### src/rtl/fetch_unit_pkg.sv
// Shared definitions for the IF-stage fetch controller: FSM encoding,
// reset/bubble constants and the PC alignment helper.
package fetch_unit_pkg;

  typedef enum logic [1:0] {
    ST_EMPTY = 2'b00,
    ST_FULL  = 2'b01,
    ST_PEND  = 2'b10
  } fetch_state_e;

  localparam logic [31:0] FETCH_RESET_PC = 32'h0000_3000;
  localparam logic [31:0] FETCH_NOP_WORD = 32'h0000_0000;

  // PC writes are always word aligned
  function automatic logic [31:0] align_pc(input logic [31:0] addr);
    return addr & 32'hFFFF_FFFC;
  endfunction

endpackage

### src/rtl/fetch_unit_if_id_reg.sv
// IF/ID pipeline register: loads a real instruction, loads a bubble
// (NOP, valid=0) or holds.
module if_id_reg
  import fetch_unit_pkg::*;
#(
  parameter logic [31:0] RESET_PC = FETCH_RESET_PC,
  parameter logic [31:0] NOP_WORD = FETCH_NOP_WORD
) (
  input  logic        clk,
  input  logic        reset,
  input  logic        load,
  input  logic        bubble,
  input  logic [31:0] pc_in,
  input  logic [31:0] instr_in,
  output logic [31:0] pc_d,
  output logic [31:0] instr_d,
  output logic        valid_d
);

  // IF/ID state update; load takes priority over bubble
  always_ff @(posedge clk) begin
    if (reset) begin
      pc_d    <= RESET_PC;
      instr_d <= NOP_WORD;
      valid_d <= 1'b0;
    end else if (load) begin
      pc_d    <= pc_in;
      instr_d <= instr_in;
      valid_d <= 1'b1;
    end else if (bubble) begin
      pc_d    <= pc_in;
      instr_d <= NOP_WORD;
      valid_d <= 1'b0;
    end else begin
      pc_d    <= pc_d;
      instr_d <= instr_d;
      valid_d <= valid_d;
    end
  end

endmodule

### src/rtl/fetch_unit.sv
// IF-stage fetch controller: architectural PC, imem handshake, one-entry
// skid buffer and MIPS delay-slot redirect handling.
module fetch_unit
  import fetch_unit_pkg::*;
#(
  parameter logic [31:0] RESET_PC = FETCH_RESET_PC,
  parameter logic [31:0] NOP_WORD = FETCH_NOP_WORD
) (
  input  logic        clk,
  input  logic        reset,
  input  logic        stall,
  input  logic        boj,
  input  logic [31:0] npc,
  output logic        imem_req,
  output logic [31:0] imem_addr,
  input  logic        imem_ready,
  input  logic [31:0] imem_rdata,
  output logic [31:0] pc_d,
  output logic [31:0] instr_d,
  output logic        valid_d,
  output logic [31:0] pc8_d
);

  fetch_state_e state_r, state_nxt_s;
  logic [31:0]  pc_r, pc_nxt_s;
  logic [31:0]  buf_pc_r, buf_pc_nxt_s;
  logic [31:0]  buf_instr_r, buf_instr_nxt_s;
  logic [31:0]  tgt_r, tgt_nxt_s;
  logic         adv_s, fire_s, redir_s;
  logic [31:0]  target_s, pc_inc_s;
  logic         ld_s, bub_s;
  logic [31:0]  ifid_pc_s, ifid_instr_s;

  assign imem_req  = !reset && (state_r != ST_FULL);
  assign imem_addr = pc_r;
  assign adv_s     = !stall;
  assign fire_s    = imem_req && imem_ready;
  // A branch only counts when it is a real instruction leaving ID
  assign redir_s   = boj && valid_d && adv_s;
  assign target_s  = align_pc(npc);
  assign pc_inc_s  = pc_r + 32'd4;
  assign pc8_d     = pc_d + 32'd8;

  // State, PC, skid buffer and saved target
  always_ff @(posedge clk) begin
    if (reset) begin
      state_r     <= ST_EMPTY;
      pc_r        <= RESET_PC;
      buf_pc_r    <= 32'h0000_0000;
      buf_instr_r <= NOP_WORD;
      tgt_r       <= 32'h0000_0000;
    end else begin
      state_r     <= state_nxt_s;
      pc_r        <= pc_nxt_s;
      buf_pc_r    <= buf_pc_nxt_s;
      buf_instr_r <= buf_instr_nxt_s;
      tgt_r       <= tgt_nxt_s;
    end
  end

  // Next-state and IF/ID control
  always_comb begin
    state_nxt_s     = state_r;
    pc_nxt_s        = pc_r;
    buf_pc_nxt_s    = buf_pc_r;
    buf_instr_nxt_s = buf_instr_r;
    tgt_nxt_s       = tgt_r;
    ld_s            = 1'b0;
    bub_s           = 1'b0;
    ifid_pc_s       = pc_r;
    ifid_instr_s    = imem_rdata;
    case (state_r)
      ST_EMPTY: begin
        if (adv_s) begin
          if (fire_s) begin
            ld_s     = 1'b1;
            pc_nxt_s = redir_s ? target_s : pc_inc_s;
          end else begin
            bub_s = 1'b1;
            // Delay slot not fetched yet: remember where to go after it
            if (redir_s) begin
              tgt_nxt_s   = target_s;
              state_nxt_s = ST_PEND;
            end else begin
              state_nxt_s = ST_EMPTY;
            end
          end
        end else begin
          if (fire_s) begin
            buf_pc_nxt_s    = pc_r;
            buf_instr_nxt_s = imem_rdata;
            pc_nxt_s        = pc_inc_s;
            state_nxt_s     = ST_FULL;
          end else begin
            state_nxt_s = ST_EMPTY;
          end
        end
      end
      ST_FULL: begin
        if (adv_s) begin
          ld_s         = 1'b1;
          ifid_pc_s    = buf_pc_r;
          ifid_instr_s = buf_instr_r;
          pc_nxt_s     = redir_s ? target_s : pc_r;
          state_nxt_s  = ST_EMPTY;
        end else begin
          state_nxt_s = ST_FULL;
        end
      end
      ST_PEND: begin
        if (fire_s) begin
          pc_nxt_s = tgt_r;
          if (adv_s) begin
            ld_s        = 1'b1;
            state_nxt_s = ST_EMPTY;
          end else begin
            buf_pc_nxt_s    = pc_r;
            buf_instr_nxt_s = imem_rdata;
            state_nxt_s     = ST_FULL;
          end
        end else begin
          bub_s       = adv_s;
          state_nxt_s = ST_PEND;
        end
      end
      default: begin
        state_nxt_s = ST_EMPTY;
      end
    endcase
  end

  if_id_reg #(
    .RESET_PC (RESET_PC),
    .NOP_WORD (NOP_WORD)
  ) u_if_id_reg (
    .clk      (clk),
    .reset    (reset),
    .load     (ld_s),
    .bubble   (bub_s),
    .pc_in    (ifid_pc_s),
    .instr_in (ifid_instr_s),
    .pc_d     (pc_d),
    .instr_d  (instr_d),
    .valid_d  (valid_d)
  );

endmodule

### config.mk
export PLATFORM = sky130hd
export DESIGN_NAME = fetch_unit
export DESIGN_NICKNAME = d
export VERILOG_FILES = /design/src/rtl/fetch_unit_pkg.sv /design/src/rtl/fetch_unit_if_id_reg.sv /design/src/rtl/fetch_unit.sv
export SDC_FILE = /design/constraint.sdc
export NUM_CORES = 1
export LEC_CHECK = 0
export ABC_AREA = 1
export BUFFER_PORTS_ARGS = -buffer_cell sky130_fd_sc_hd__buf_2
export CORE_ASPECT_RATIO = 1.2
export CORE_UTILIZATION = 30
export DETAILED_ROUTE_END_ITERATION = 8
export GPL_ROUTABILITY_DRIVEN = 0
export MAX_ROUTING_LAYER = met4
export SETUP_SLACK_MARGIN = 0.4
export SLEW_MARGIN = 20
export SYNTH_ARGS = -nofsm -noshare
export SYNTH_HDL_FRONTEND = slang
export SYNTH_HIERARCHICAL = 1
export SYNTH_SLANG_ARGS = --single-unit
### constraint.sdc
create_clock -name clk -period 2.34 [get_ports clk]
set_input_delay 0.468 -clock clk [delete_from_list [all_inputs] [get_ports clk]]
set_output_delay 0.468 -clock clk [all_outputs]
set_load 0.01 [all_outputs]
Word-level counts from Yosys, hierarchy flattened
Cells that the tools add are included.
{ "word_totals": {"output_inout_bits": 130, "regBits": 193, "input_bits": 69} }
{ "classes": {"addsub": 2, "bitwise_logic": 2, "muxes": 42, "eq_ne": 9, "n_reduce_logical": 13} }
{ "ops": {"columns": ["op", "count"], "rows": [
  ["$mux W32", 21],
  ["$pmux W32 S2", 2],
  ["$pmux W32 S3", 1],
  ["$add A32 B3 Y32 const B", 1],
  ["$add A32 B4 Y32 const B", 1],
  ["$mux W1", 11],
  ["$ne A2 B2 Y1 const B", 5],
  ["$mux W2", 4],
  ["$reduce_and A4 Y1", 2],
  ["$pmux W2 S3", 1],
  ["$reduce_and A5 Y1", 1],
  ["$logic_and A1 B1 Y1", 4],
  ["$reduce_bool A2 Y1", 2],
  ["$ne A3 B3 Y1 const B", 1],
  ["$pmux W1 S3", 1],
  ["$reduce_bool A3 Y1", 1],
  ["$eq A2 B1 Y1 const B", 1],
  ["$eq A2 B2 Y1 const B", 1],
  ["$logic_not A1 Y1", 2],
  ["$logic_not A2 Y1", 1],
  ["$ne A2 B1 Y1 const B", 1],
  ["$not A1 Y1", 2],
  ["$pmux W1 S2", 1]
]} }

Logic depth before layout (Yosys ltp)
{ "depth": {"depth_word": 8, "mapped_depth": 14} }

By module
The synthesis kept the hierarchy.
{ "modules_own_cells": {"columns": ["module", "n_inst", "cells_each", "area_each_um2"], "rows": [
  ["fetch_unit", 1, 1218, 7822.5],
  ["if_id_reg", 1, 344, 2441.1]
]} }

Worst setup path after synthesis
Ideal clock, no wire load.
{ "synth_path": {"path_type": "reg-to-reg", "from": "register state_r[1]", "to": "register u_if_id_reg.pc_d[31]", "setup_time_ps": 64, "t_arrival_ps": 2194, "path_slack_ps": 82, "stages_incl_launch_ff": 14, "path_buffers": 5, "synth_period_minus_slack_ps": 2258, "cell_sequence": "dfxtp_1 inv_1 ha_1 inv_1 clkbuf_1 clkbuf_1 nand2_1 and3_1 buf_2 nor2_4 buf_6 buf_4 nor2_1 nor2_1"} }
{ "synth_between": {"elab_chain_cells": 7, "elab_cells_between_ends": 18, "cone_classes": "3 x eq/ne; 11 x mux; 4 x reduce/logical"} }
{ "synth_rtl": {"columns": ["item", "line_no", "rtl"], "rows": [
  ["from (decl)", "fetch_unit.sv:24", "fetch_state_e state_r, state_nxt_s;"],
  ["from (signal assigned)", "fetch_unit.sv:53", "state_r <= state_nxt_s;"],
  ["$ne A2 B1 Y1", "fetch_unit.sv:34", "assign imem_req = !reset && (state_r != ST_FULL);"],
  ["$logic_and A1 B1 Y1", "fetch_unit.sv:34", null],
  ["$logic_and A1 B1 Y1", "fetch_unit.sv:37", "assign fire_s = imem_req && imem_ready;"],
  ["$mux W1", "fetch_unit.sv:75", "if (fire_s) begin"],
  ["$mux W1", "fetch_unit.sv:74", "if (adv_s) begin"],
  ["$pmux W1 S3 (*)", "fetch_unit.sv:72", "case (state_r)"],
  ["via ld_s", "fetch_unit.sv:31", "logic ld_s, bub_s;"],
  ["$mux W32 / $reduce_bool A2 Y1 (equally long branches)", null, null],
  ["to (signal assigned)", "fetch_unit_if_id_reg.sv:27", "pc_d <= pc_in;"],
  ["to (signal assigned)", "fetch_unit_if_id_reg.sv:31", "pc_d <= pc_in;"],
  ["to (signal assigned)", "fetch_unit_if_id_reg.sv:35", "pc_d <= pc_d;"],
  ["to (decl)", "fetch_unit_if_id_reg.sv:15", "output logic [31:0] pc_d,"]
]} }
The timed path passes the listed nets; every way through them passes the cells marked *. The select of a mux whose other input is x is not followed.
A chain may end at the register's enable or synchronous reset.

Final worst setup path
{ "layout_path": {"from": "register u_if_id_reg.pc_d[4]", "to": "output port pc8_d[22]"} }
{ "layout_between": {"elab_chain_cells": 1} }
{ "layout_rtl": {"columns": ["item", "line_no", "rtl"], "rows": [
  ["$add A32 B4 Y32", "fetch_unit.sv:42", "assign pc8_d = pc_d + 32'd8;"],
  ["to (decl)", "fetch_unit.sv:21", "output logic [31:0] pc8_d"]
]} }
Every way passes these cells.

==> flow_metrics.env <==
export IMPL_flow_area_growth_from_synthesis_pct=34.9
export IMPL_largest_net_degree_at_the_start_of_global_routing=65
export IMPL_track_usage=0.198
export IMPL_required_ns=1.87
export IMPL_routed_wire_length_per_instance_um=15.6
export IMPL_min_period_over_period=1.02
export IMPL_synth_xor_area_frac=0.0282
export IMPL_cts_sinks=191
export IMPL_dieHeight_um=205
export IMPL_coreArea_mm2=0.0334
export IMPL_post_synth_mux_area_share=0.00585
export IMPL_cts_inserted_buffers=17
export IMPL_drt_iter0_markers=985
export IMPL_status="finished with violations"
export IMPL_yosys_area_share_simple=0.265
export IMPL_timing_slew_headroom=0.460
export IMPL_distinct_cells_synth=39
export IMPL_detail_route_drc_violations=0
export IMPL_synth_compound_area_frac=0.201
export IMPL_whs_path_depth=3
export IMPL_post_synth_inst_count=1562
export IMPL_antenna_found_initial=2
export IMPL_detailedPlacementHpwl_um=22200
export IMPL_register_area_share_after_synthesis=0.373
export IMPL_crit_reg2reg_launch="state_r[1]$_SDFFE_PP0P_"
export IMPL_synthesis_area_mm2=0.0103
export IMPL_finalWirelength_um=34900
export IMPL_holdCritStartpoint="npc[6]"
export IMPL_initial_utilization=0.307
export IMPL_achievable_frequency_mhz=421
export IMPL_r2r_slack_ns=0.41
export IMPL_floorplan_io_pins=199
export IMPL_cts_path_max_buffers=2
export IMPL_synth_area_per_cell_um2=6.57
export IMPL_holdPathEnd="tgt_r[6]$_SDFFE_PP0P_"
export IMPL_critPathKind="register to output pin"
export IMPL_cts_reportedPaths_clkPinSlew_ns=0.07
export IMPL_setup_tns_final_ns=-0.101
export IMPL_die_area_mm2=0.0350
export IMPL_routed_via_density=4.90
export IMPL_drt_pre_antenna_iters=6
export IMPL_vias=10900
export IMPL_ctsHtreeMaxLevel=4
export IMPL_setup_viol_count_final=3
export IMPL_hold_viol=0
export IMPL_place_port_buffers=194
export IMPL_die_width_um=171
export IMPL_synth_top_cell_area_share=0.373
export IMPL_critPathCaptureType="output pin"
export IMPL_first_global_vias=9747
export IMPL_final_area_mm2=0.0138
export IMPL_layout_drive_gt1_share=0.284
export IMPL_total_congestion_overflow=0
export IMPL_fin_util=0.414
export IMPL_cp_arrival_ns=1.91
export IMPL_netlist_top_cell_by_area="dfxtp_1"
export IMPL_floorplan_rows=73
export IMPL_fin_crit_period_ns=2.38
export IMPL_violations="negative setup slack"
export IMPL_worst_path_dominant_cell_family="simple AND/OR/NAND/NOR gates"
export IMPL_timing_final_max_slew_violations=0
export IMPL_grt_pass1_wl_um=52700
export IMPL_num_nets_final=1842
export IMPL_worst_clock_skew_ns=0.0111
export IMPL_yosys_top_cells_area="dfxtp_1 37%, nand2_1 14%, a21oi_1 7.7%"
export IMPL_post_cts_hold_buffer_count=0
export IMPL_synth_seq_cells=191
export IMPL_crit_fanout=3
export IMPL_worst_path_buf_inv=4
export IMPL_postLayoutSetupSlackWorst_ns=-0.0372
export IMPL_clock_latency_reported_for_the_late_side_of_the_worst_skew_pair_ns=0.45
export IMPL_final_antenna_net_count=0
export IMPL_power_per_cell_area_mw_per_mm2=664
export IMPL_largest_family_of_logic_cells_by_synthesized_area="simple AND/OR/NAND/NOR gates"
export IMPL_yosysWarningCount=6
export IMPL_critPathSlowestCell="dfxtp_2"
export IMPL_worst_setup_start_kind="register"
export IMPL_rsz_0062_raised_after_global_routing="yes"
export IMPL_crit_reg2reg_capture="u_if_id_reg/instr_d[16]$_SDFFE_PP0P_"
export IMPL_placedInstanceArea_mm2=0.0116
export IMPL_reg2reg_depth=14
export IMPL_tritoncts="yes"
export IMPL_max_stage_delay_ns=0.36
export IMPL_measured_slew_at_the_worst_slew_check_pin_ns=0.810
export IMPL_synthAdderAreaFrac=0.00731
export IMPL_vdd_ir_drop_max_mv=0.409
export IMPL_worstPathCellList="buf_6 -> nand3_4 -> nor3_4 -> inv_2 -> nor2_4 -> nand3_4 -> buf_6 -> xnor2_2 -> buf_2"
export IMPL_min_path_type="input port to register"
export IMPL_cts_root_buffer="clkbuf_16"
export IMPL_maxCapViolations=0
export IMPL_leakage_nw=6.19
metrics by stage:
step / power (mW) / hold slack, ns / std cells / setup WS (ns)
finish: 9.19 / 0.291 / 2232 / -0.0372
floorplan: 4.79 / 0.425 / 1563 / 0.394
detailed placement: 5.41 / 0.445 / 2140 / 0.0667
CTS: 9.00 / 0.264 / 2210 / -0.0594
global route: 9.65 / 0.292 / 2232 / -0.169
global placement: 5.40 / 0.434 / 2140 / 0.157
repair_timing:
item | 4_1_cts | 5_1_grt
cloned | 5 | 6
setup buffers | 33 | 14
setup endpoints to repair | 167 | 114
gates resized for setup | 122 | 144
endpoints found under the hold margin | 0 | 0
pin swaps | 34 | 53
synth_stat cells (all sizes together):
cell type / count
dfxtp: 191
ha: 6
nor4: 3
clkbuf: 58
a211oi: 42
nand4: 9
o211ai: 5
and3: 1
xor2: 21
mux2i: 6
xnor2: 12
a221oi: 1
nand2: 373
nand3b: 2
and2: 1
inv: 196
a21oi: 157
or2: 1
conb: 1
nor2: 161
buf: 43
o221ai: 2
o21ai: 154
nand3: 53
o22ai: 9
nor3: 54
worst register-to-register path: stages (launching register included):
cell	delay [ns]
dfxtp_2	0.34
inv_2	0.05
ha_4	0.17
nor2_4	0.13
nand2_4	0.08
inv_4	0.07
nand2_4	0.05
nand2_2	0.06
and3_4	0.20
nor2_4	0.06
buf_12	0.14
buf_12	0.12
clkbuf_16	0.18
nand2_4	0.08
a21oi_2	0.05
power breakdown:
group	internal, mW	leakage, nW	switching (mW)	total (mW)
logic	0.835	4.29	1.21	2.04
registers	3.48	1.57	0.298	3.78
clock network	2.04	0.324	1.33	3.37
total	6.35	6.19	2.84	9.19
cell usage in the layout (no fill, tap or decap), types with 14 or more instances in the layout:
| master | instances |
|---|---|
| buf_6 | 19 |
| a211oi_1 | 28 |
| dfxtp_1 | 164 |
| dfxtp_4 | 16 |
| nand2_4 | 20 |
| clkbuf_16 | 20 |
| nand2_2 | 21 |
| xor2_1 | 18 |
| a211oi_2 | 14 |
| o21ai_0 | 154 |
| inv_1 | 181 |
| nand3_1 | 47 |
| nor3_1 | 45 |
| nand2_1 | 330 |
| nor2_1 | 114 |
| nor2_2 | 24 |
| nor2_4 | 23 |
| a21oi_1 | 146 |
| buf_4 | 50 |
| buf_2 | 193 |
layout make-up:
cell class | instances | area [um^2]
timing repair buffer | 285 | 2040
fill | 3512 | 19600
clock inverter | 13 | 231
multi-input combinational | 1076 | 5920
sequential | 191 | 3900
clock buffer | 19 | 443
inverter | 196 | 751
antenna | 2 | 5.00
tap | 450 | 563
registers in the layout, summed over array words and instances (netlist names):
register	count
buf_instr_r	32
buf_pc_r	32
imem_addr	30
state_r	2
tgt_r	30
u_if_id_reg/instr_d	32
u_if_id_reg/pc_d	32
u_if_id_reg/valid_d	1
worst max path at each step:
stage,from,end,slack [ns],depth (start not counted)
after floorplan,u_if_id_reg/pc_d[4]$_SDFFE_PP0P_,pc8_d[19],0.39,5
after global placement,state_r[0]$_SDFFE_PP0P_,buf_instr_r[2]$_SDFFE_PP0P_,0.16,8
after detailed placement,state_r[0]$_SDFFE_PP0P_,buf_instr_r[31]$_SDFFE_PP0P_,0.07,8
after CTS,u_if_id_reg/pc_d[3]$_SDFFE_PP0P_,pc8_d[26],-0.06,9
after global routing,u_if_id_reg/pc_d[23]$_SDFFE_PP0P_,pc8_d[29],-0.17,7
final,u_if_id_reg/pc_d[4]$_SDFFE_PP0P_,pc8_d[22],-0.04,9
metal layers:
layer / global-route usage / share of wire
met5: - / 0
met2: 0.307 / 0.47
met1: 0.261 / 0.46
met3: 0.0278 / 0.052
met4: 0.0724 / 0.023
cells by family after synthesis:
kind of cell | after synthesis
and+or+nand+nor | 658
AOI/OAI and AO/OA | 370
buffers and inverters | 297
DFF | 191
xor gates and xnor gates | 33
adders and majority gates | 6
muxes | 6
other | 1
Power figures use the tool's default switching activity.
